`src/rtl/uart_rx.sv`:
```
`default_nettype none
// ============================================================================
// Module   : uart_rx
// Purpose  : 8N1 serial receiver with optional even parity, which turns it into 8E1.
//            Define UART_RX_PARITY_EN to enable the parity bit.
// Revision : 1.0 - initial release
// ============================================================================
module uart_rx #(
  parameter int BAUD = 115200,
  parameter int F    = 50000000
) (
  input  logic       clk,
  input  logic       rst,
  input  logic       rx,
  output logic [7:0] data,
  output logic       valid,
  output logic       frame_err,
  output logic       parity_err,
  output logic       busy
);

  localparam int CLKS_PER_BIT = F / BAUD;
  localparam int HALF_BIT     = CLKS_PER_BIT / 2;
  localparam int CW           = $clog2(CLKS_PER_BIT);

  localparam logic [CW-1:0] C_BIT_LAST  = CW'(CLKS_PER_BIT - 1);
  localparam logic [CW-1:0] C_HALF_LAST = CW'(HALF_BIT - 1);

  localparam logic [2:0] ST_IDLE   = 3'd0;
  localparam logic [2:0] ST_START  = 3'd1;
  localparam logic [2:0] ST_DATA   = 3'd2;
  localparam logic [2:0] ST_STOP   = 3'd3;
  localparam logic [2:0] ST_BREAK  = 3'd4;
`ifdef UART_RX_PARITY_EN
  localparam logic [2:0] ST_PARITY = 3'd5;
`endif

  generate
    if (CLKS_PER_BIT < 4) begin : g_cfg_check
      $error("uart_rx: F/BAUD must be at least 4");
    end
  endgenerate

  logic          sync1;
  logic          sync2;
  logic          rxs;
  logic [2:0]    state;
  logic [CW-1:0] cnt;
  logic [2:0]    bidx;
  logic [7:0]    shreg;
  logic          par_ok;

  // rx is asynchronous to clk; only the second flop's output is ever used
  always_ff @(posedge clk or posedge rst) begin
    if (rst) begin
      sync1 <= 1'b1;
      sync2 <= 1'b1;
    end else begin
      sync1 <= rx;
      sync2 <= sync1;
    end
  end

  assign rxs  = sync2;
  assign busy = (state != ST_IDLE);

`ifdef UART_RX_PARITY_EN
  logic par_bit;
  logic par_err_r;

  // Even parity: data bits plus parity bit must XOR to zero
  assign par_ok     = ~(^{shreg, par_bit});
  assign parity_err = par_err_r;

  always_ff @(posedge clk or posedge rst) begin
    if (rst) begin
      par_bit   <= 1'b0;
      par_err_r <= 1'b0;
    end else begin
      par_err_r <= 1'b0;
      if (state == ST_PARITY && cnt == C_BIT_LAST) begin
        par_bit <= rxs;
      end
      if (state == ST_STOP && cnt == C_BIT_LAST && rxs && !par_ok) begin
        par_err_r <= 1'b1;
      end
    end
  end
`else
  assign par_ok     = 1'b1;
  assign parity_err = 1'b0;
`endif

  always_ff @(posedge clk or posedge rst) begin
    if (rst) begin
      state     <= ST_IDLE;
      cnt       <= '0;
      bidx      <= 3'd0;
      shreg     <= 8'h00;
      data      <= 8'h00;
      valid     <= 1'b0;
      frame_err <= 1'b0;
    end else begin
      valid     <= 1'b0;
      frame_err <= 1'b0;
      case (state)
        ST_IDLE: begin
          cnt <= '0;
          if (!rxs) begin
            state <= ST_START;
          end
        end

        ST_START: begin
          if (cnt == C_HALF_LAST) begin
            cnt <= '0;
            if (rxs) begin
              state <= ST_IDLE;
            end else begin
              state <= ST_DATA;
              bidx  <= 3'd0;
            end
          end else begin
            cnt <= cnt + CW'(1);
          end
        end

        ST_DATA: begin
          if (cnt == C_BIT_LAST) begin
            cnt         <= '0;
            shreg[bidx] <= rxs;
            if (bidx == 3'd7) begin
`ifdef UART_RX_PARITY_EN
              state <= ST_PARITY;
`else
              state <= ST_STOP;
`endif
            end else begin
              bidx <= bidx + 3'd1;
            end
          end else begin
            cnt <= cnt + CW'(1);
          end
        end

`ifdef UART_RX_PARITY_EN
        ST_PARITY: begin
          if (cnt == C_BIT_LAST) begin
            cnt   <= '0;
            state <= ST_STOP;
          end else begin
            cnt <= cnt + CW'(1);
          end
        end
`endif

        // Leaving at the stop-bit centre leaves half a bit to catch a
        // start edge that immediately follows
        ST_STOP: begin
          if (cnt == C_BIT_LAST) begin
            cnt <= '0;
            if (rxs) begin
              state <= ST_IDLE;
              if (par_ok) begin
                data  <= shreg;
                valid <= 1'b1;
              end
            end else begin
              frame_err <= 1'b1;
              state     <= ST_BREAK;
            end
          end else begin
            cnt <= cnt + CW'(1);
          end
        end

        ST_BREAK: begin
          cnt <= '0;
          if (rxs) begin
            state <= ST_IDLE;
          end
        end

        default: begin
          state <= ST_IDLE;
          cnt   <= '0;
        end
      endcase
    end
  end

endmodule
`default_nettype wire

```
`config.mk`:
```
export PLATFORM = sky130hd
export DESIGN_NAME = uart_rx
export DESIGN_NICKNAME = d
export VERILOG_FILES = /design/src/rtl/uart_rx.sv
export SDC_FILE = /design/constraint.sdc
export NUM_CORES = 1
export LEC_CHECK = 0
export BUFFER_PORTS_ARGS = -buffer_cell sky130_fd_sc_hd__buf_2
export CAP_MARGIN = 5
export CORE_MARGIN = 5
export CORE_UTILIZATION = 58
export DETAILED_ROUTE_END_ITERATION = 10
export GPL_ROUTABILITY_DRIVEN = 0
export GPL_TIMING_DRIVEN = 0
export PLACE_DENSITY_LB_ADDON = 0.08
export REMOVE_ABC_BUFFERS = 1
export SLEW_MARGIN = 5
export SYNTH_ARGS = -nofsm -noshare
export SYNTH_HDL_FRONTEND = slang
export SYNTH_SLANG_ARGS = --single-unit
```
`constraint.sdc`:
```
create_clock -name clk -period 2.4 [get_ports clk]
set_clock_uncertainty 0.1 [all_clocks]
set_input_delay 0.24 -clock clk [delete_from_list [all_inputs] [get_ports clk]]
set_output_delay 0.24 -clock clk [all_outputs]
set_load 0.005 [all_outputs]
```
==> After elaboration in Yosys (flattened, before gate mapping) <==
Index checks and enable logic that the tools add are counted.
{ "op_classes": {"addsub": 2, "n_lt_le_gt_ge": 2, "n_eq_ne": 15, "mux": 26, "n_reduce_logical": 9} }
{ "op_table": {"columns": ["cell", "n"], "rows": [
  ["3-bit 2-to-1 mux", 11],
  ["9-bit 2-to-1 mux", 2],
  ["9-bit one-hot mux with 2 select lines", 1],
  ["2-bit inequality test (second input constant)", 8],
  ["3-bit one-hot mux with 5 select lines", 1],
  ["9-bit by 1-bit adder with 9-bit output (second input constant)", 1],
  ["9-bit by 8-bit equality test with 1-bit output (second input constant)", 1],
  ["9-bit equality test (second input constant)", 1],
  ["8-bit bitwise mux", 1],
  ["1-bit 2-to-1 mux", 7],
  ["3-bit by 2-bit equality test with 1-bit output (second input constant)", 2],
  ["3-bit equality test (second input constant)", 2],
  ["3-bit one-hot mux with 2 select lines", 1],
  ["6-bit AND reduction", 1],
  ["5-bit AND reduction", 1],
  ["3-bit by 4-bit less-than comparator with 1-bit output (second input constant)", 1],
  ["3-bit by 1-bit adder with 3-bit output (second input constant)", 1],
  ["1-bit demux with 3-bit select", 1],
  ["3-bit by 1-bit equality test with 1-bit output (second input constant)", 1],
  ["3-bit by 1-bit greater-or-equal comparator with 1-bit output (second input constant)", 1],
  ["3-bit logical NOT", 1],
  ["3-bit AND reduction", 1],
  ["3-bit nonzero test", 1],
  ["2-bit 2-to-1 mux", 1],
  ["other kinds (4)", 4]
]} }
{ "totals": {"register_bits": 35, "inputBits": 3, "output_inout_bits": 12} }

==> Depth between registers and ports, before layout <==
Gate-level depths: netlist of the first run.
{ "depth": {"ltp_word": 5, "depth_mapped": 7, "mapped_depth_nobuf": 6} }

==> Least setup slack after synthesis of the first run <==
No wires, ideal clock.
{ "synth_timing": {"kind": "reg-to-reg", "start": "register bidx[0]", "end": "register bidx[0]", "setup_time_ns": 0.125, "arrival_ns": 1.880, "required_time_ns": 2.175, "slack_ns": 0.295, "path_stages_with_launch": 7, "synth_period_minus_slack_ns": 2.105, "path_cell_list": "dfrtp_1 > ha_1 > ha_1 > or3b_2 > a21oi_2 > o211ai_4 > mux2_4"} }
{ "synth_between": {"elab_chain_len": 4, "word_cells_on_any_way": 7} }
{ "synth_rtl": {"columns": ["element", "line", "rtl"], "rows": [
  ["start: declaration", "49", "logic [2:0] bidx;"],
  ["start signal: assignment", "139", "bidx <= bidx + 3'd1;"],
  ["3-bit by 1-bit adder with 3-bit output", "139", null],
  ["3-bit 2-to-1 mux", "132", "if (bidx == 3'd7) begin"],
  ["3-bit 2-to-1 mux", "129", "if (cnt == C_BIT_LAST) begin"],
  ["3-bit one-hot mux with 2 select lines", "106", "case (state)"]
]} }
Several ways; a longest one is shown, not always the timed one. The select of a mux whose other input is x is not followed.
A chain may end at the register's enable or synchronous reset.

==> Worst setup path in the final report of the first run <==
Same ends and word-level chain as after synthesis.

==> flow_summary.yaml, run 1 <==
timing:
  finalSetupTns_ns: 0
  hold_violations: 0
  slew_violations: 0
  whs_ns: 0.266
  max_freq_mhz: 450
  min_period_ns: 2.22
  layout_worst_path_cycle_share: 0.925
  relSlewSlack: 0.522
  rsz0062_at_grt: "false"
  worst_pin_slew_ns: 0.716
  setup_viol: 0
worst_setup_path:
  rr_worst_depth: 6
  startpoint: "bidx[0]"
  cp_num_buf_inv: 0
  critPathLaunchType: "register"
  path_max_fanout: 8
  slowest_stage: "dfrtp_1"
  cp_num_cells: 6
  required_ns: 2.53
  crit_family: "flip-flops"
  cpMostUsedCell: "ha_1"
  worst-endpoint-arrival_ns: 2.35
  worst_setup_path_end_kind: "register"
  worst_path_largest_cell_delay_ns: 0.51
  timing.rr.end: "bidx[0]"
  crit_chain: "ha_1 > ha_1 > or3b_2 > a21oi_2 > o211ai_4 > mux2_4"
  r2r_start: "bidx[0]"
  rrSetupSlack_ns: 0.18
  crit_type: "register to register"
  cp-endpoint: "bidx[0]"
clocking:
  cts_tree: "yes"
  clk_pin_slew_worst_paths_ns: 0.11
  cts_buffer_depth: 2
  htreeDepth: 2
  cts-root-buf: "clkbuf_4"
  cts_buffers: 5
  clkLatencyLatePin_ns: 0.33
  clock-sinks: 35
power_and_ir_drop:
  switching_share: 0.231
  p_leak_nw: 0.887
  cellPowerDensity_nw_per_um2: 497
  p_switching_uw: 214
  power_frac_comb: 0.023
  internal_power_uw: 712
  ir_drop_v: 0.000379
  p_seq_frac: 0.644
  pwr-share-clk: 0.333
  p_total_uw: 926
cells_and_area:
  layout-drive-gt1-share: 0.323
  diodes: 0
  seqCellArea_um2: 878
  final_nets: 168
  postLayoutCellArea_um2: 1860
  area_growth_pct: 8.22
  instances_no_fill: 192
  fillers: 216
  multi_input_area_um2: 783
routing:
  dr_total_vias: 1100
  drt_iter0_drc: 86
  wire_per_inst_um: 15.6
  ant_nets: 0
  drt_wl_total_um: 2990
  vias_per_cell: 5.73
  drc_errors: 0
  drt_first_pass_iters: 4
floorplanning:
  die_h_um: 64.5
  rows: 19
  start_util: 0.613
  die_area_um2: 4160
  ioPinCount: 15
  die_w_um: 64.5
  core_um2: 2810
worst_hold_path:
  hold_depth: 0
  hp-class: "register to register"
synth:
  synth.yosys.seq_area_share: 0.511
  ys.warnings.count: 0
  synthFlopType: "dfrtp_1"
  avgSynthCellArea_um2: 11.9
  synth_cells: 144
  synth_edf_count: 0
  synth_top_area_frac: 0.480
  synth_seq_cells: 35
  async_flop_share: 1.00
  synth.distinct_cells: 44
  syn-cell-area_um2: 1720
  synth_area_leaders: "dfrtp_1 (48%), mux2_2 (10%), ha_1 (3.6%)"
  synth.largest_area_cell: "dfrtp_1"
placement:
  dp_hpwl_um: 2040
  io_buffer_count: 13
  post-place-cells: 182
  post_dp_cell_area_um2: 1790
global_routing:
  grt_pass1_vias: 1090
  grt_first_pass_wirelength_um: 5310
  grt_max_degree: 36
  overflow: 0
  antenna_found_initial: 0
  gr-usage-all-layers: 0.170
status:
  status: "finished, final reports clean"
job:
  maxCapViolCount: 0
[Yosys cell counts, types with 2 or more instances]
master	instances
dfstp_2	2
xor2_1	3
inv_1	6
nor2b_1	3
mux2i_1	2
nor2_1	14
ha_1	5
nand2_1	7
nand4_1	5
mux2_4	2
buf_2	3
dfrtp_1	33
xnor2_1	5
nand3_1	8
a21oi_1	2
mux2_2	16
[routing by layer]
| metal | up-vias | GRT usage | share of wire |
|---|---|---|---|
| met5 | - | 0 | 0 |
| met1 | 539 | 0.230 | 0.47 |
| li1 | 534 | - | - |
| met3 | 4 | 0.0570 | 0.029 |
| met4 | 0 | 0.0633 | 0.014 |
| met2 | 23 | 0.254 | 0.48 |
[sequential cells by signal, indices dropped and copies added (netlist names)]
| register | cells |
|---|---|
| data | 8 |
| bidx | 3 |
| sync1 | 1 |
| frame_err | 1 |
| state | 3 |
| shreg | 8 |
| rxs | 1 |
| valid | 1 |
| cnt | 9 |
[kinds of logic after synthesis]
kind of cell               count (synthesis)  share of synthesized area
and+or+nand+nor                           52                      0.183
other                                      1                    0.00218
DFF                                       35                      0.511
AOI/OAI and AO/OA                         11                     0.0589
buffers and inverters                     12                     0.0349
xor gates and xnor gates                   8                     0.0407
adders and majority gates                  5                     0.0364
muxes                                     20                      0.134
[worst reg2reg max path, delay by kind of cell (launching register included)]
| family | cells | cell delay, ns |
|---|---|---|
| fa+ha+maj | 2 | 0.43 |
| flops | 1 | 0.51 |
| simple gates | 1 | 0.45 |
| mux | 1 | 0.32 |
| compound gates | 2 | 0.30 |
[area by class of cell]
type                       instances  area share
sequential                        35       0.472
inverter                           6      0.0121
multi-input combinational         97       0.421
timing repair buffer              15      0.0457
clock inverter                     2     0.00672
clock buffer                       6      0.0222
tap                               31      0.0208
[timing repair]
item                                   in CTS  in global routing
setup endpoints to repair                   0                  8
endpoints found under the hold margin       1                 33
hold buffers                                1                  1
gates resized for setup                     0                  1
setup buffers                               0                  0
[through the flow]
stage | utilization | worst slack, ns
3_5_place_dp | 0.637 | 0.101
3_3_place_gp | 0.637 | 0.140
6_report | 0.664 | 0.179
5_1_grt | 0.664 | 0.0667
2_1_floorplan | - | 0.295
4_1_cts | 0.660 | 0.0810
[power by group through the flow]
stage	sequential (mW)	combinational [mW]	clock (mW)
global route	0.596	0.0252	0.366
detailed placement	0.607	0.0193	0
floorplan	0.606	0.0141	0
global placement	0.607	0.0187	0
finish	0.596	0.0213	0.309
CTS	0.596	0.0206	0.323
[cells in the final DEF, fill, tap and decap left out, types with 2 or more instances in the layout]
master / count
inv_1: 5
dlygate4sd3_1: 2
xnor2_1: 5
dfstp_2: 2
ha_1: 5
mux2_4: 2
mux2_2: 16
a21oi_1: 2
nor2b_1: 3
nand2_1: 7
nand3_1: 8
dfrtp_1: 33
clkbuf_4: 5
nor2_1: 14
nand4_1: 5
xor2_1: 3
mux2i_1: 2
and4_2: 2
buf_2: 13
[how the worst min path moves through the flow]
stage,startpoint,endpoint,slack (ns)
2_1_floorplan,rx,sync1,0.14
3_3_place_gp,sync1,rxs,0.25
3_5_place_dp,sync1,rxs,0.25
4_1_cts,rst,data[4],0.17
5_1_grt,sync1,rxs,0.28
6_report,sync1,rxs,0.27
Note: power is estimated with default switching activity, not from simulation.
==> run 2, diff against run 1 <==
--- a/config.mk
+++ b/config.mk
@@ -8,7 +8,7 @@
 export BUFFER_PORTS_ARGS = -buffer_cell sky130_fd_sc_hd__buf_2
 export CAP_MARGIN = 5
 export CORE_MARGIN = 5
-export CORE_UTILIZATION = 58
+export CORE_UTILIZATION = 62
 export DETAILED_ROUTE_END_ITERATION = 10
 export GPL_ROUTABILITY_DRIVEN = 0
 export GPL_TIMING_DRIVEN = 0
==> constraint.sdc (replaced) <==
create_clock -name clk -period 2.9 [get_ports clk]
set_clock_uncertainty 0.1 [all_clocks]
set_input_delay 0.29 -clock clk [delete_from_list [all_inputs] [get_ports clk]]
set_output_delay 0.29 -clock clk [all_outputs]
set_load 0.005 [all_outputs]
==> run 2 against run 1 <==
Compared with the run above:
- the run now ends with negative hold slack left
- global-route usage decreased by 0.88 points
- hold slack worse by 0.32 ns
- combinational power down 24%
- critical path type unchanged
- largest cell class unchanged
==> flow_summary.yaml, run 2 (synthesized netlist as in run 1, its figures left out) <==
status:
  status: "complete, but fails checks"
  failed_checks: "negative hold slack"
worst_setup_path:
  timing.rr.end: "data[7]"
  path_max_fanout: 9
  rrSetupSlack_ns: 0.55
  worst-endpoint-arrival_ns: 2.46
  worst_setup_path_end_kind: "register"
  crit_chain: "inv_1 > ha_1 > nand4bb_1 > nor2_4 > and4_1 > mux2_2"
  crit_type: "register to register"
  critPathLaunchType: "register"
  rr_worst_depth: 6
  slowest_stage: "and4_1"
  worst_path_largest_cell_delay_ns: 0.48
  r2r_start: "cnt[1]"
  required_ns: 3.01
floorplanning:
  ioPinCount: 15
  start_util: 0.635
  core_um2: 2710
  rows: 19
  die_area_um2: 3930
  die_h_um: 62.7
  die_w_um: 62.7
timing:
  worst_slack_ns: 0.548
  min_period_ns: 2.35
  relSlewSlack: 0.540
  slew_violations: 0
  setup_viol: 0
  max_freq_mhz: 425
  whs_ns: -0.0509
  rsz0062_at_grt: "false"
  finalSetupTns_ns: 0
  layout_worst_path_cycle_share: 0.811
  hold_violations: 33
  worst_pin_slew_ns: 0.688
power_and_ir_drop:
  internal_power_uw: 589
  p_switching_uw: 167
  ir_drop_v: 0.000407
  switching_share: 0.221
  p_seq_frac: 0.652
  power_frac_comb: 0.021
  pwr-share-clk: 0.327
  p_leak_nw: 0.884
  cellPowerDensity_nw_per_um2: 410
routing:
  wl_met3_um: 120
  top_layer_used: "met4"
  drt_wl_total_um: 2850
  m1WireLength_um: 1310
  vias_per_cell: 5.69
  dr_total_vias: 1086
  drc_errors: 0
  wl_met2_um: 1370
  drt_iter0_drc: 50
  drt_first_pass_iters: 4
  wire_per_inst_um: 14.9
  ant_nets: 0
global_routing:
  grt_max_degree: 36
  grt_pass1_vias: 1154
  overflow: 0
  antenna_found_initial: 0
  grt_first_pass_wirelength_um: 5160
  gr-usage-all-layers: 0.161
placement:
  pre_cts_ws_ns: 0.538
  post_dp_cell_area_um2: 1790
  dp_hpwl_um: 2000
  io_buffer_count: 13
cells_and_area:
  diodes: 0
  largest_register_ffs: 9
  area_growth_pct: 7.35
  mostFrequentLayoutCells: "dfrtp_1 (33), mux2_2 (16), nor2_1 (14)"
  final_common_cell: "dfrtp_1"
  layout-drive-gt1-share: 0.313
  largest_register: "cnt"
  final_nets: 167
  top_regs: "cnt x9, data x8, shreg x8"
  postLayoutCellArea_um2: 1850
job:
  maxCapViolCount: 0
clocking:
  ctsResizeCount: 0
  cts_buffers: 5
  clkLatencyLatePin_ns: 0.33
  clk_pin_slew_worst_paths_ns: 0.11
  cts_tree: "yes"
  cts-root-buf: "clkbuf_4"
  htreeDepth: 2
  clock-sinks: 35
  cts_buffer_depth: 2
worst_hold_path:
  hp-class: "primary input to async pin"
-- run 2: area by class of cell --
type,count,area [µm²]
timing repair buffer,14,75.1
sequential,35,878
fill,230,863
clock buffer,7,45.0
multi-input combinational,97,782
clock inverter,1,5.00
tap,31,38.8
inverter,6,22.5
-- run 2: through the flow --
| stage | hold WS [ns] | utilization | std cells | power (mW) |
|---|---|---|---|---|
| after detailed placement | 0.247 | 0.659 | 182 | 0.518 |
| after global placement | 0.245 | 0.659 | 182 | 0.518 |
| after global routing | 0.00267 | 0.681 | 191 | 0.791 |
| after floorplan | 0.194 | - | 138 | 0.513 |
| after CTS | 0.220 | 0.681 | 191 | 0.765 |
| final | -0.0509 | 0.681 | 191 | 0.757 |
-- run 2: worst max-delay path by stage --
| stage | to | slack [ns] | cells after the start | startpoint |
|---|---|---|---|---|
| after CTS | data[7] | 0.53 | 6 | cnt[1] |
| after global placement | data[2] | 0.63 | 6 | cnt[1] |
| after global routing | data[7] | 0.37 | 6 | cnt[1] |
| after floorplan | bidx[0] | 0.79 | 6 | bidx[0] |
| after detailed placement | data[7] | 0.54 | 6 | cnt[1] |
| final | data[7] | 0.55 | 6 | cnt[1] |
-- run 2: power by group through the flow --
stage	combinational [mW]	sequential, mW	clock (mW)
after floorplan	0.0117	0.502	0
after global placement	0.0152	0.503	0
after detailed placement	0.0157	0.503	0
after CTS	0.0167	0.493	0.255
after global routing	0.0193	0.494	0.278
final	0.0161	0.493	0.247
-- run 2: per-layer routing --
metal	GRT usage	vias to the layer above
li1	-	535
met1	0.203	525
met2	0.258	22
met3	0.0396	4
met4	0.0769	0
met5	0	-
-- run 2: worst max-delay path, delay by kind of cell, from the launching register on --
kind,cells,cell delay (ns)
adders and majority gates,1,0.15
and+or+nand+nor,3,1.05
DFF,1,0.43
muxes,1,0.39
buffers and inverters,1,0.11
-- run 2: repair_timing --
action                                 in CTS  in global routing
buffers inserted                            0                  0
endpoints found under the hold margin       1                  0
hold buffers                                1                  0
